### config.mk
export PLATFORM = sky130hd
export DESIGN_NAME = fb_port_arbiter
export DESIGN_NICKNAME = d
export VERILOG_FILES = /design/src/rtl/fb_port_arbiter.sv
export SDC_FILE = /design/constraint.sdc
export NUM_CORES = 1
export LEC_CHECK = 0
export ABC_CLOCK_PERIOD_IN_PS = 5270
export BUFFER_PORTS_ARGS = -buffer_cell sky130_fd_sc_hd__buf_4
export CORE_MARGIN = 1.5
export CORE_UTILIZATION = 55
export CTS_CLUSTER_DIAMETER = 50
export DETAILED_ROUTE_END_ITERATION = 10
export HOLD_SLACK_MARGIN = 0.08
export MAX_ROUTING_LAYER = met4
export PLACE_DENSITY_LB_ADDON = 0.2
export SETUP_SLACK_MARGIN = 0.5
export SLEW_MARGIN = 30
export SYNTH_ARGS = -nofsm -noshare
export SYNTH_HDL_FRONTEND = slang
export SYNTH_SLANG_ARGS = --single-unit
### constraint.sdc
create_clock -name pclk -period 5.27 [get_ports pclk]
set_input_delay 1.054 -clock pclk [delete_from_list [all_inputs] [get_ports pclk]]
set_output_delay 1.054 -clock pclk [all_outputs]
set_load 0.05 [all_outputs]
### src/rtl/fb_port_arbiter.sv
// Single-port video buffer arbiter: VGA reads always win, capture writes are
// queued in a small FIFO and drained into idle buffer cycles.
module fb_port_arbiter #(
  parameter int unsigned FIFO_DEPTH = 4,
  parameter int unsigned MEM_LAT    = 1
) (
  input  logic        pclk,
  input  logic        rst,
  input  logic        wr_valid,
  output logic        wr_ready,
  input  logic [18:0] wr_addr,
  input  logic [15:0] wr_data,
  input  logic        rd_en,
  input  logic [18:0] rd_addr,
  output logic [15:0] rd_data,
  output logic        rd_dv,
  output logic        mem_en,
  output logic        mem_we,
  output logic [18:0] mem_addr,
  output logic [15:0] mem_wdata,
  input  logic [15:0] mem_rdata,
  output logic [4:0]  fifo_level,
  output logic [15:0] stall_cnt
);

  localparam int unsigned PW = $clog2(FIFO_DEPTH);

  typedef enum logic [1:0] {
    GNT_IDLE,
    GNT_READ,
    GNT_WRITE
  } grant_e;

  grant_e         w_grant;
  logic           w_push;
  logic           w_pop;
  logic           w_ready;

  logic [18:0]    r_fq_addr [FIFO_DEPTH];
  logic [15:0]    r_fq_data [FIFO_DEPTH];
  logic [PW-1:0]  r_wptr;
  logic [PW-1:0]  r_rptr;
  logic [4:0]     r_level;
  logic [15:0]    r_stall;

  logic           r_mem_en;
  logic           r_mem_we;
  logic [18:0]    r_mem_addr;
  logic [15:0]    r_mem_wdata;

  logic [MEM_LAT:0] r_rd_pipe;
  logic           r_rd_dv;
  logic [15:0]    r_rd_data;

  // Full FIFO refuses even when the head is popping this cycle.
  assign w_ready = !rst && (r_level < 5'(FIFO_DEPTH));
  assign w_push  = wr_valid && w_ready;
  assign w_pop   = (w_grant == GNT_WRITE);

  always_comb begin
    w_grant = GNT_IDLE;
    if (rd_en) begin
      w_grant = GNT_READ;
    end else if (r_level != '0) begin
      w_grant = GNT_WRITE;
    end
  end

  always_ff @(posedge pclk) begin
    if (w_push) begin
      r_fq_addr[r_wptr] <= wr_addr;
      r_fq_data[r_wptr] <= wr_data;
    end
  end

  always_ff @(posedge pclk) begin
    if (rst) begin
      r_wptr      <= '0;
      r_rptr      <= '0;
      r_level     <= '0;
      r_stall     <= '0;
      r_mem_en    <= 1'b0;
      r_mem_we    <= 1'b0;
      r_mem_addr  <= '0;
      r_mem_wdata <= '0;
      r_rd_pipe   <= '0;
      r_rd_dv     <= 1'b0;
      r_rd_data   <= '0;
    end else begin
      if (w_push) r_wptr <= r_wptr + PW'(1);
      if (w_pop)  r_rptr <= r_rptr + PW'(1);
      case ({w_push, w_pop})
        2'b10:   r_level <= r_level + 5'd1;
        2'b01:   r_level <= r_level - 5'd1;
        default: r_level <= r_level;
      endcase

      if (wr_valid && !w_ready && (r_stall != '1)) begin
        r_stall <= r_stall + 16'd1;
      end

      case (w_grant)
        GNT_READ: begin
          r_mem_en   <= 1'b1;
          r_mem_we   <= 1'b0;
          r_mem_addr <= rd_addr;
        end
        GNT_WRITE: begin
          r_mem_en    <= 1'b1;
          r_mem_we    <= 1'b1;
          r_mem_addr  <= r_fq_addr[r_rptr];
          r_mem_wdata <= r_fq_data[r_rptr];
        end
        default: begin
          r_mem_en <= 1'b0;
          r_mem_we <= 1'b0;
        end
      endcase

      // Stage MEM_LAT lines up with mem_rdata for the read issued MEM_LAT+1 cycles ago.
      r_rd_pipe <= {r_rd_pipe[MEM_LAT-1:0], rd_en};
      r_rd_dv   <= r_rd_pipe[MEM_LAT];
      if (r_rd_pipe[MEM_LAT]) begin
        r_rd_data <= mem_rdata;
      end
    end
  end

  assign wr_ready   = w_ready;
  assign rd_data    = r_rd_data;
  assign rd_dv      = r_rd_dv;
  assign mem_en     = r_mem_en;
  assign mem_we     = r_mem_we;
  assign mem_addr   = r_mem_addr;
  assign mem_wdata  = r_mem_wdata;
  assign fifo_level = r_level;
  assign stall_cnt  = r_stall;

endmodule
==> results.toml, run 1 <==
[floorplan]
ioPinCount = 150
start_util_pct = 56.5
rows = 45
die_width_um = 128
die-area_um2 = 16400
core-area_um2 = 15300
die_y_um = 128

[setup_path]
slowest_stage = "o21ai_2"
arrival_ns = 4.05
worst-path-buf-inv = 1
cp-start-kind = "flip-flop"
critPathCaptureType = "flip-flop"
critPathTopFamily = "compound AO/OA/AOI/OAI gates"
worstPathMaxFanout = 19
path_class = "flip-flop to flip-flop"
crit_chain = "or3_1, o21ai_2, inv_2, ha_1, xor2_1, ha_1, a21oi_1, xor2_1, or3_1, a21oi_1"
crit_required_ns = 5.69
max_stage_delay_ns = 0.70

[timing]
period_needed_ns = 3.63
drv_slew = 0
layout_worst_path_cycle_share_pct = 68.8
finalHoldViolCount = 0
fin_skew_ns = 0.0145
final.setup.tns_ns = 0
worstMarginPinSlew_ns = 0.946
slew_headroom_pct = 36.9
grt_setup_unrepaired = "false"
setup_viol = 0
max_freq_ghz = 0.276

[yosys]
synth_top_area_cell = "edfxtp_1"
async_reset_ff_share_pct = 0
synth_seq_cells = 223
synthMuxAreaShare_pct = 11.5
postSynthCellCount = 604
synth_compound_area_share_pct = 7.43
synth_adder_area_share_pct = 1.31
synthTopCellsByArea = "edfxtp_1 (49%), dfxtp_1 (19%), mux4_2 (9.1%)"
yosys.area.top_type_share_pct = 48.8
ys_seq_area_share_pct = 68.1
syn_nets = 687
synth-simple-area-share_pct = 8.10
syn_area_um2 = 8620
yosysUniqueCellTypes = 44
synth_top_family_by_area = "multiplexers"
ys_warn_count = 0
ys.flop_type = "edfxtp_1"
syn_area_per_cell_um2 = 14.3
synth-edff-count = 140
synth_xor_area_share_pct = 0.610

[clocking]
cts_resized = 0
clockBufferDepth = 3
hold_buffers = 0
worstSkewPairLatency_ns = 0.51
cts_setup_buffers = 0
cts-root-buf = "clkbuf_16"
cts_tree = "yes"
htree_levels = 1
cts_made_buffers = 23
clkTransAtPathRegs_ns = 0.06
clock_sinks = 223

[pwr]
peakVddDrop_uv = 334
leakage_nw = 3.90
p_per_area_nw_per_um2 = 505

[outcome]
status = "completed"

[layout]
synthToLayoutAreaGrowth_pct = 23.8
drive_gt1_share_pct = 30.9
fin_cells = 977
final_cell_mix = "buf_4 (155), edfxtp_1 (140), dfxtp_1 (83), nand2_1 (61), a21oi_1 (53)"
finish.net_count = 832
num_antenna_cells = 0
final_common_cell = "buf_4"

[placement]
routabilityCongestion = 0.783
io_buffers = 149
place_inst = 935
hpwlAfterDp_um = 10900

[global_route]
grt_start_max_net_pins = 90
grt_pass1_vias = 5384
antenna_found_initial = 0
grt_first_pass_wirelength_um = 27400
overflow = 0
groute.usage.overall_pct = 21.9

[routing]
drtIter0Drc = 339
viasPerCell = 5.58
drtAntennaViolNets = 0
drc = 0
vias = 5455
wl_per_cell_um = 17.6
wirelength_um = 17200
firstDrtPassIters = 5

[run]
maxCapViolCount = 0

[min_path]
hold_class = "flip-flop to flip-flop"
routing by layer:
metal  track usage [%]  vias up  share of wire, %
met4              4.89        0               1.7
met3              3.76       22               6.1
met2              36.0      189                50
li1                  -     2566                 -
met1              29.1     2678                43
met5                 -        -                 0
final cells by class:
class	count	area, um2
Timing Repair Buffer	156	1180
Clock inverter	10	98.8
Tap cell	211	264
Sequential cell	223	5870
Clock buffer	32	629
Inverter	30	113
Fill cell	1026	4590
Multi-Input combinational cell	315	2520
worst register-to-register path, stage by stage (launching register included):
cell and delay [ns]:
dfxtp_1 0.45, or3_1 0.47, o21ai_2 0.70, inv_2 0.36, ha_1 0.43, xor2_1 0.19, ha_1 0.23, a21oi_1 0.17
xor2_1 0.09, or3_1 0.32, a21oi_1 0.14
logic make-up (layout without fill, tap and decap cells):
group	Yosys count	in the layout
AOI/OAI and AO/OA	99	99
xor gates and xnor gates	6	6
and+or+nand+nor	146	146
DFF	223	223
buffers and inverters	66	228
adders and majority gates	9	9
muxes	55	55
path summary, 6_finish.rpt:
check | end | cells after the start | from | slack, ns
max reg2reg | fifo_level[2] | 10 | fifo_level[2] | 1.64
min | r_rd_pipe[1] | 1 | r_rd_pipe[0] | 0.44
max | fifo_level[2] | 10 | fifo_level[2] | 1.64
min reg2reg | r_rd_pipe[1] | 1 | r_rd_pipe[0] | 0.44
power by group:
part	internal [W]	total, W	switching [W]
combinational	0.000582	0.00161	0.00103
sequential	0.00208	0.00223	0.000152
clock	0.000894	0.00154	0.000647
stage by stage:
| stage | total power, W | util (%) | hold slack [ns] | instance area, um2 | setup slack, ns |
|---|---|---|---|---|---|
| final | 0.00539 | 69.9 | 0.437 | 10700 | 1.64 |
| after global routing | 0.00564 | 69.9 | 0.473 | 10700 | 1.44 |
| after CTS | 0.00542 | 69.9 | 0.442 | 10700 | 1.67 |
| after detailed placement | 0.00389 | 65.1 | 0.429 | 9940 | 1.37 |
| after global placement | 0.00383 | 65.0 | 0.422 | 9910 | 1.53 |
| after floorplan | 0.00338 | - | 0.414 | 8620 | 1.22 |
state kept, by name, indices dropped and copies added (netlist names), named ones only:
signal	cells
mem_wdata	16
r_rptr	2
fifo_level	5
rd_data	16
r_fq_data	64
stall_cnt	16
rd_dv	1
r_rd_pipe	2
mem_addr	19
r_wptr	2
r_fq_addr	76
mem_en	1
mem_we	1
Yosys cell counts, types with 4 or more instances:
master and number:
ha_1 9, nand2_1 61, o31ai_1 12, buf_2 7, mux2i_1 18, a221oi_1 19, nor2_1 33, edfxtp_1 140
or3_1 6, clkbuf_1 23, nor4_1 5, inv_1 29, and3_1 4, nand4_1 4, or4_1 9, xor2_1 4
nand3_1 6, mux4_2 35, dfxtp_1 83, buf_1 6, a21oi_1 53
Power figures use the tool's default switching activity.
==> inputs of run 2 (changes only) <==
ABC_AREA = 1   (was default)
ABC_CLOCK_PERIOD_IN_PS = 3800   (was 5270)
clock period = 3.8 ns   (was 5.27 ns; I/O delays follow)
==> run 2 against run 1 <==
Sequential share of layout area down 2.0 points; register-to-register slack worse by 0.38 ns; combinational power rose by 37%; non-clock buffer count rose by 5; first-iteration DRC count is 55% higher; fmax increased by 43%; worst hold slack improved by 0.017 ns; design area increased by 3.7%; final cell count is 28% higher; largest power group unchanged; clock-buffer cell count decreased by 3; via count grew 22%.
==> results.toml, run 2 <==
[placement]
hpwlAfterDp_um = 12100
io_buffers = 149
place_inst = 1202
routabilityCongestion = 0.861

[layout]
post-route-util_pct = 70.2
nFillCells = 1189
drive_gt1_share_pct = 22.0
finish.net_count = 1095
final_cell_mix = "nor2_1 (173), buf_4 (159), edfxtp_1 (140), nand2_1 (128), o21ai_0 (103)"
synthToLayoutAreaGrowth_pct = 25.2
largest_reg_flops = 76
final_common_cell = "nor2_1"
num_antenna_cells = 0
fin_cells = 1246
regMostFlops = "r_fq_addr"

[floorplan]
die_width_um = 130
die-area_um2 = 16800
start_util_pct = 56.1
core-area_um2 = 15800
die_y_um = 130
rows = 46
ioPinCount = 150

[timing]
max_freq_ghz = 0.394
setup_viol = 0
final.setup.tns_ns = 0
slew_headroom_pct = 56.9
grt_setup_unrepaired = "false"
fin_skew_ns = 0.0100
finalHoldViolCount = 0
drv_slew = 0
layout_worst_path_cycle_share_pct = 66.8
worstMarginPinSlew_ns = 0.646
period_needed_ns = 2.54

[clocking]
htree_levels = 1
cts_resized = 0
worstSkewPairLatency_ns = 0.50
clkTransAtPathRegs_ns = 0.06
cts_tree = "yes"
hold_buffers = 0
clockBufferDepth = 3
cts-root-buf = "clkbuf_16"
clock_sinks = 223
cts_made_buffers = 24
cts_setup_buffers = 0

[yosys]
yosysUniqueCellTypes = 32
synth.most_common_cell = "nor2_1"
syn_nets = 947
synth-edff-count = 140
synth_seq_cells = 223
synth_top_area_cell = "edfxtp_1"
syn_area_um2 = 8840
ys_seq_area_share_pct = 66.4
yosys.area.top_type_share_pct = 47.6
async_reset_ff_share_pct = 0
ys_warn_count = 0
ys.flop_type = "edfxtp_1"
synthTopCellsByCount = "nor2_1 (177), edfxtp_1 (140), nand2_1 (128)"
synthTopCellsByArea = "edfxtp_1 (48%), dfxtp_1 (19%), nor2_1 (7.5%)"
postSynthCellCount = 864
syn_area_per_cell_um2 = 10.2

[global_route]
antenna_found_initial = 0
grt_pass1_vias = 6163
grt_first_pass_wirelength_um = 31100
grt_start_max_net_pins = 54
overflow = 0
groute.usage.overall_pct = 24.3

[run]
maxCapViolCount = 0

[routing]
drtIter0Drc = 525
firstDrtPassIters = 5
wirelength_um = 20000
drtAntennaViolNets = 0
drc = 0
viasPerCell = 5.32
wl_per_cell_um = 16.1
vias = 6633

[setup_path]
crit_top_cell = "nor2_1"
worstPathMaxFanout = 10
critPathTopFamily = "simple AND/OR/NAND/NOR gates"
crit_chain = "nor2_1, nand3_1, inv_1, nand2_1, ha_1, nand2_1, inv_1, nor2_1, ha_1, a21o_1, nand3_1, nand3_1, nand2_1, nor2_1, nor2_1"
path_class = "flip-flop to flip-flop"
max_stage_delay_ns = 0.45
worst-path-buf-inv = 2
cp-start-kind = "flip-flop"
crit_required_ns = 4.19
critPathCaptureType = "flip-flop"
arrival_ns = 2.93
slowest_stage = "ha_1"

[pwr]
leakage_nw = 4.41
p_per_area_nw_per_um2 = 692
peakVddDrop_uv = 443

[outcome]
status = "completed"

[min_path]
hold_class = "primary input to flip-flop"
==> run 2: cell count changes after synthesis, moves of 26 or more <==
cell	before	now
o21ai_0	3	103
nor2_1	33	177
nand3_1	6	32
mux4_2	35	0
nand2_1	61	128
==> run 2: per-layer routing <==
metal  track usage (%)  wire (um)
met5                 -          0
met4              5.95        247
met3              4.26       1460
met2              39.0       9470
met1              32.6       8830
==> run 2: through the flow <==
stage | setup slack, ns | cell area, um2 | hold WS (ns) | power, W
6_report | 1.26 | 11100 | 0.455 | 0.00766
5_1_grt | 0.995 | 11100 | 0.433 | 0.00801
4_1_cts | 1.26 | 11100 | 0.435 | 0.00770
3_5_place_dp | 0.870 | 10200 | 0.453 | 0.00522
3_3_place_gp | 0.968 | 10200 | 0.461 | 0.00517
2_1_floorplan | 0.274 | 8840 | 0.388 | 0.00453
==> run 2: cells by family (layout without fill, tap and decap cells) <==
family	after synthesis	count (layout)	synth area share (%)
buf+inv	85	251	3.89
compound gates	183	183	11.3
simple gates	356	356	16.4
fa+ha+maj	9	9	1.27
flops	223	223	66.4
xor+xnor	8	8	0.793
==> run 2: path summary, 6_finish.rpt <==
kind	start	endpoint	slack (ns)	depth (start not counted)
setup reg to reg	fifo_level[4]	fifo_level[4]	1.26	15
hold / removal	wr_addr[12]	r_fq_addr[2][12]	0.45	1
setup / recovery	fifo_level[4]	fifo_level[4]	1.26	15
hold reg to reg	r_rd_pipe[0]	r_rd_pipe[1]	0.47	2
==> run 2: report_power, final <==
group | leakage [nW] | switching, W | internal (W)
Combinational | 2.04 | 0.00158 | 0.000630
Clock | 0.415 | 0.000945 | 0.00153
Sequential | 1.95 | 0.000136 | 0.00284
Total | 4.41 | 0.00266 | 0.00500
==> run 2: cell type report <==
| type | instances | area [um2] | area share, % |
|---|---|---|---|
| Timing Repair Buffer | 161 | 1230 | 11.1 |
| Sequential cell | 223 | 5870 | 53.0 |
| Inverter | 46 | 173 | 1.56 |
| Tap cell | 216 | 270 | 2.44 |
| Clock buffer | 29 | 661 | 5.97 |
| Clock inverter | 15 | 205 | 1.85 |
| Multi-Input combinational cell | 556 | 2660 | 24.0 |
==> inputs of run 3 (changes only) <==
ABC_CLOCK_PERIOD_IN_PS = 2570   (was 3800)
clock period = 2.57 ns   (was 3.8 ns; I/O delays follow)
==> run 3 against run 2 <==
Via count up 1.1%; fmax rose by 22%; clock power up 32%; global-route usage fell by 0.19 points; sequential share of layout area down 0.55 points; clock skew grew 0.0013 ns; first-iteration DRC count shrank 30%; routed wire length increased by 0.30%; final cell count up 1.4%; sequential cell count unchanged.
==> results.toml, run 3 (synthesis gave the netlist of run 2 again) <==
[outcome]
status = "completed"

[setup_path]
crit_chain = "nor2_4, nand4_1, nand2_2, inv_2, ha_4, nand2_2, inv_2, nor2_2, ha_2, a21o_1, nand3_2, nand3_2, nand2_1, nor2_1, nor2_1"
cp-start-kind = "flip-flop"
critPathTopFamily = "simple AND/OR/NAND/NOR gates"
path_class = "flip-flop to flip-flop"
arrival_ns = 2.49
worstPathMaxFanout = 6
slowest_stage = "dfxtp_4"
worst-path-buf-inv = 2
critPathCaptureType = "flip-flop"
max_stage_delay_ns = 0.36
crit_required_ns = 2.98

[clocking]
clockBufferDepth = 3
worstSkewPairLatency_ns = 0.53
htree_levels = 1
clock_sinks = 223
cts_made_buffers = 25
cts_tree = "yes"
clkTransAtPathRegs_ns = 0.06
cts-root-buf = "clkbuf_16"

[run]
maxCapViolCount = 0

[layout]
regMostFlops = "r_fq_addr"
final_cell_mix = "buf_4 (173), nor2_1 (170), edfxtp_1 (140), nand2_1 (126), o21ai_0 (102)"
largest_reg_flops = 76
ff_latch_area_um2 = 5880
nFillCells = 1199
finish.net_count = 1112
multi_input_area_um2 = 2750
num_antenna_cells = 0
final_common_cell = "buf_4"
post-route-util_pct = 71.2
drive_gt1_share_pct = 24.3
synthToLayoutAreaGrowth_pct = 26.9

[placement]
hpwlAfterDp_um = 11900
io_buffers = 149
routabilityCongestion = 0.842

[routing]
drc = 0
firstDrtPassIters = 5
wl_per_cell_um = 15.9
vias = 6708
drtAntennaViolNets = 0
wirelength_um = 20100
viasPerCell = 5.31
drtIter0Drc = 368

[global_route]
antenna_found_initial = 0
grt_pass1_vias = 6200
overflow = 0
grt_first_pass_wirelength_um = 30600
groute.usage.overall_pct = 24.1
grt_start_max_net_pins = 54

[timing]
final.setup.tns_ns = 0
worstMarginPinSlew_ns = 0.562
slew_headroom_pct = 62.6
layout_worst_path_cycle_share_pct = 80.9
finalHoldViolCount = 0
period_needed_ns = 2.08
setup_viol = 0
grt_setup_unrepaired = "true"
drv_slew = 0
fin_skew_ns = 0.0113
max_freq_ghz = 0.481

[pwr]
p_comb_share_pct = 31.8
switching_power_w = 0.00405
peakVddDrop_uv = 683
p_seq_share_pct = 39.3
p_per_area_nw_per_um2 = 1000
sw_frac_of_total_pct = 36.0
leakage_nw = 4.44
intPower_w = 0.00722
p_clk_share_pct = 29.0

[floorplan]
die-area_um2 = 16800
rows = 46
die_y_um = 130
core-area_um2 = 15800
die_width_um = 130
start_util_pct = 56.1
ioPinCount = 150

[min_path]
hold_class = "primary input to flip-flop"
run 3: cell count changes in the layout (fill, tap and decap cells not counted), moves of 3 or more:
cell	before	now
nor2_1	173	170
nand3_1	32	29
dfxtp_1	83	78
clkbuf_1	2	9
buf_4	159	173
bufinv_16	4	0
dfxtp_4	0	5
ha_1	9	6
run 3: layout make-up:
class / instances / share of cell area [%]
flip-flops and latches: 223 / 52.4
multi-input cells: 556 / 24.5
repair buffers: 177 / 12.1
clock buffers: 36 / 6.12
well taps: 216 / 2.41
inverters: 46 / 1.71
clock inverters: 10 / 0.725
run 3: path summary, 6_finish.rpt:
path                  from               end  slack [ns]  cells after the start
max          fifo_level[3]     fifo_level[4]        0.49                     15
min            wr_addr[13]  r_fq_addr[0][13]        0.18                      1
max reg2reg  fifo_level[3]     fifo_level[4]        0.49                     15
min reg2reg   mem_addr[13]      mem_addr[13]        0.47                      2
run 3: timing repair:
action | in CTS | in global routing
resized for setup | 1 | 9
hold buffers | 0 | 0
pin swaps | 0 | 8
buffers inserted | 0 | 7
endpoints found under the setup margin | 1 | 3
run 3: stage by stage:
stage	power, W	area (um2)	setup WS (ns)	hold WS (ns)	cells
CTS	0.0111	11100	0.505	0.169	1257
global placement	0.00778	10400	0.374	0.464	1211
finish	0.0113	11200	0.490	0.184	1264
detailed placement	0.00786	10400	0.300	0.462	1211
global route	0.0118	11200	0.380	0.171	1264
floorplan	0.00681	8960	0.381	0.388	864
run 3: power groups by stage:
stage	sequential [W]	clock, W	combinational [W]
after global placement	0.00448	0	0.00330
after floorplan	0.00527	0	0.00154
after detailed placement	0.00449	0	0.00337
after CTS	0.00443	0.00332	0.00341
after global routing	0.00446	0.00346	0.00386
final	0.00443	0.00326	0.00358
run 3: layer usage:
metal / up-vias / GRT usage (%) / part of all wire (%)
li1: 3276 / - / -
met2: 224 / 40.5 / 50
met1: 3173 / 30.3 / 41
met3: 35 / 4.10 / 6.8
met5: - / - / 0
met4: 0 / 7.25 / 2.1
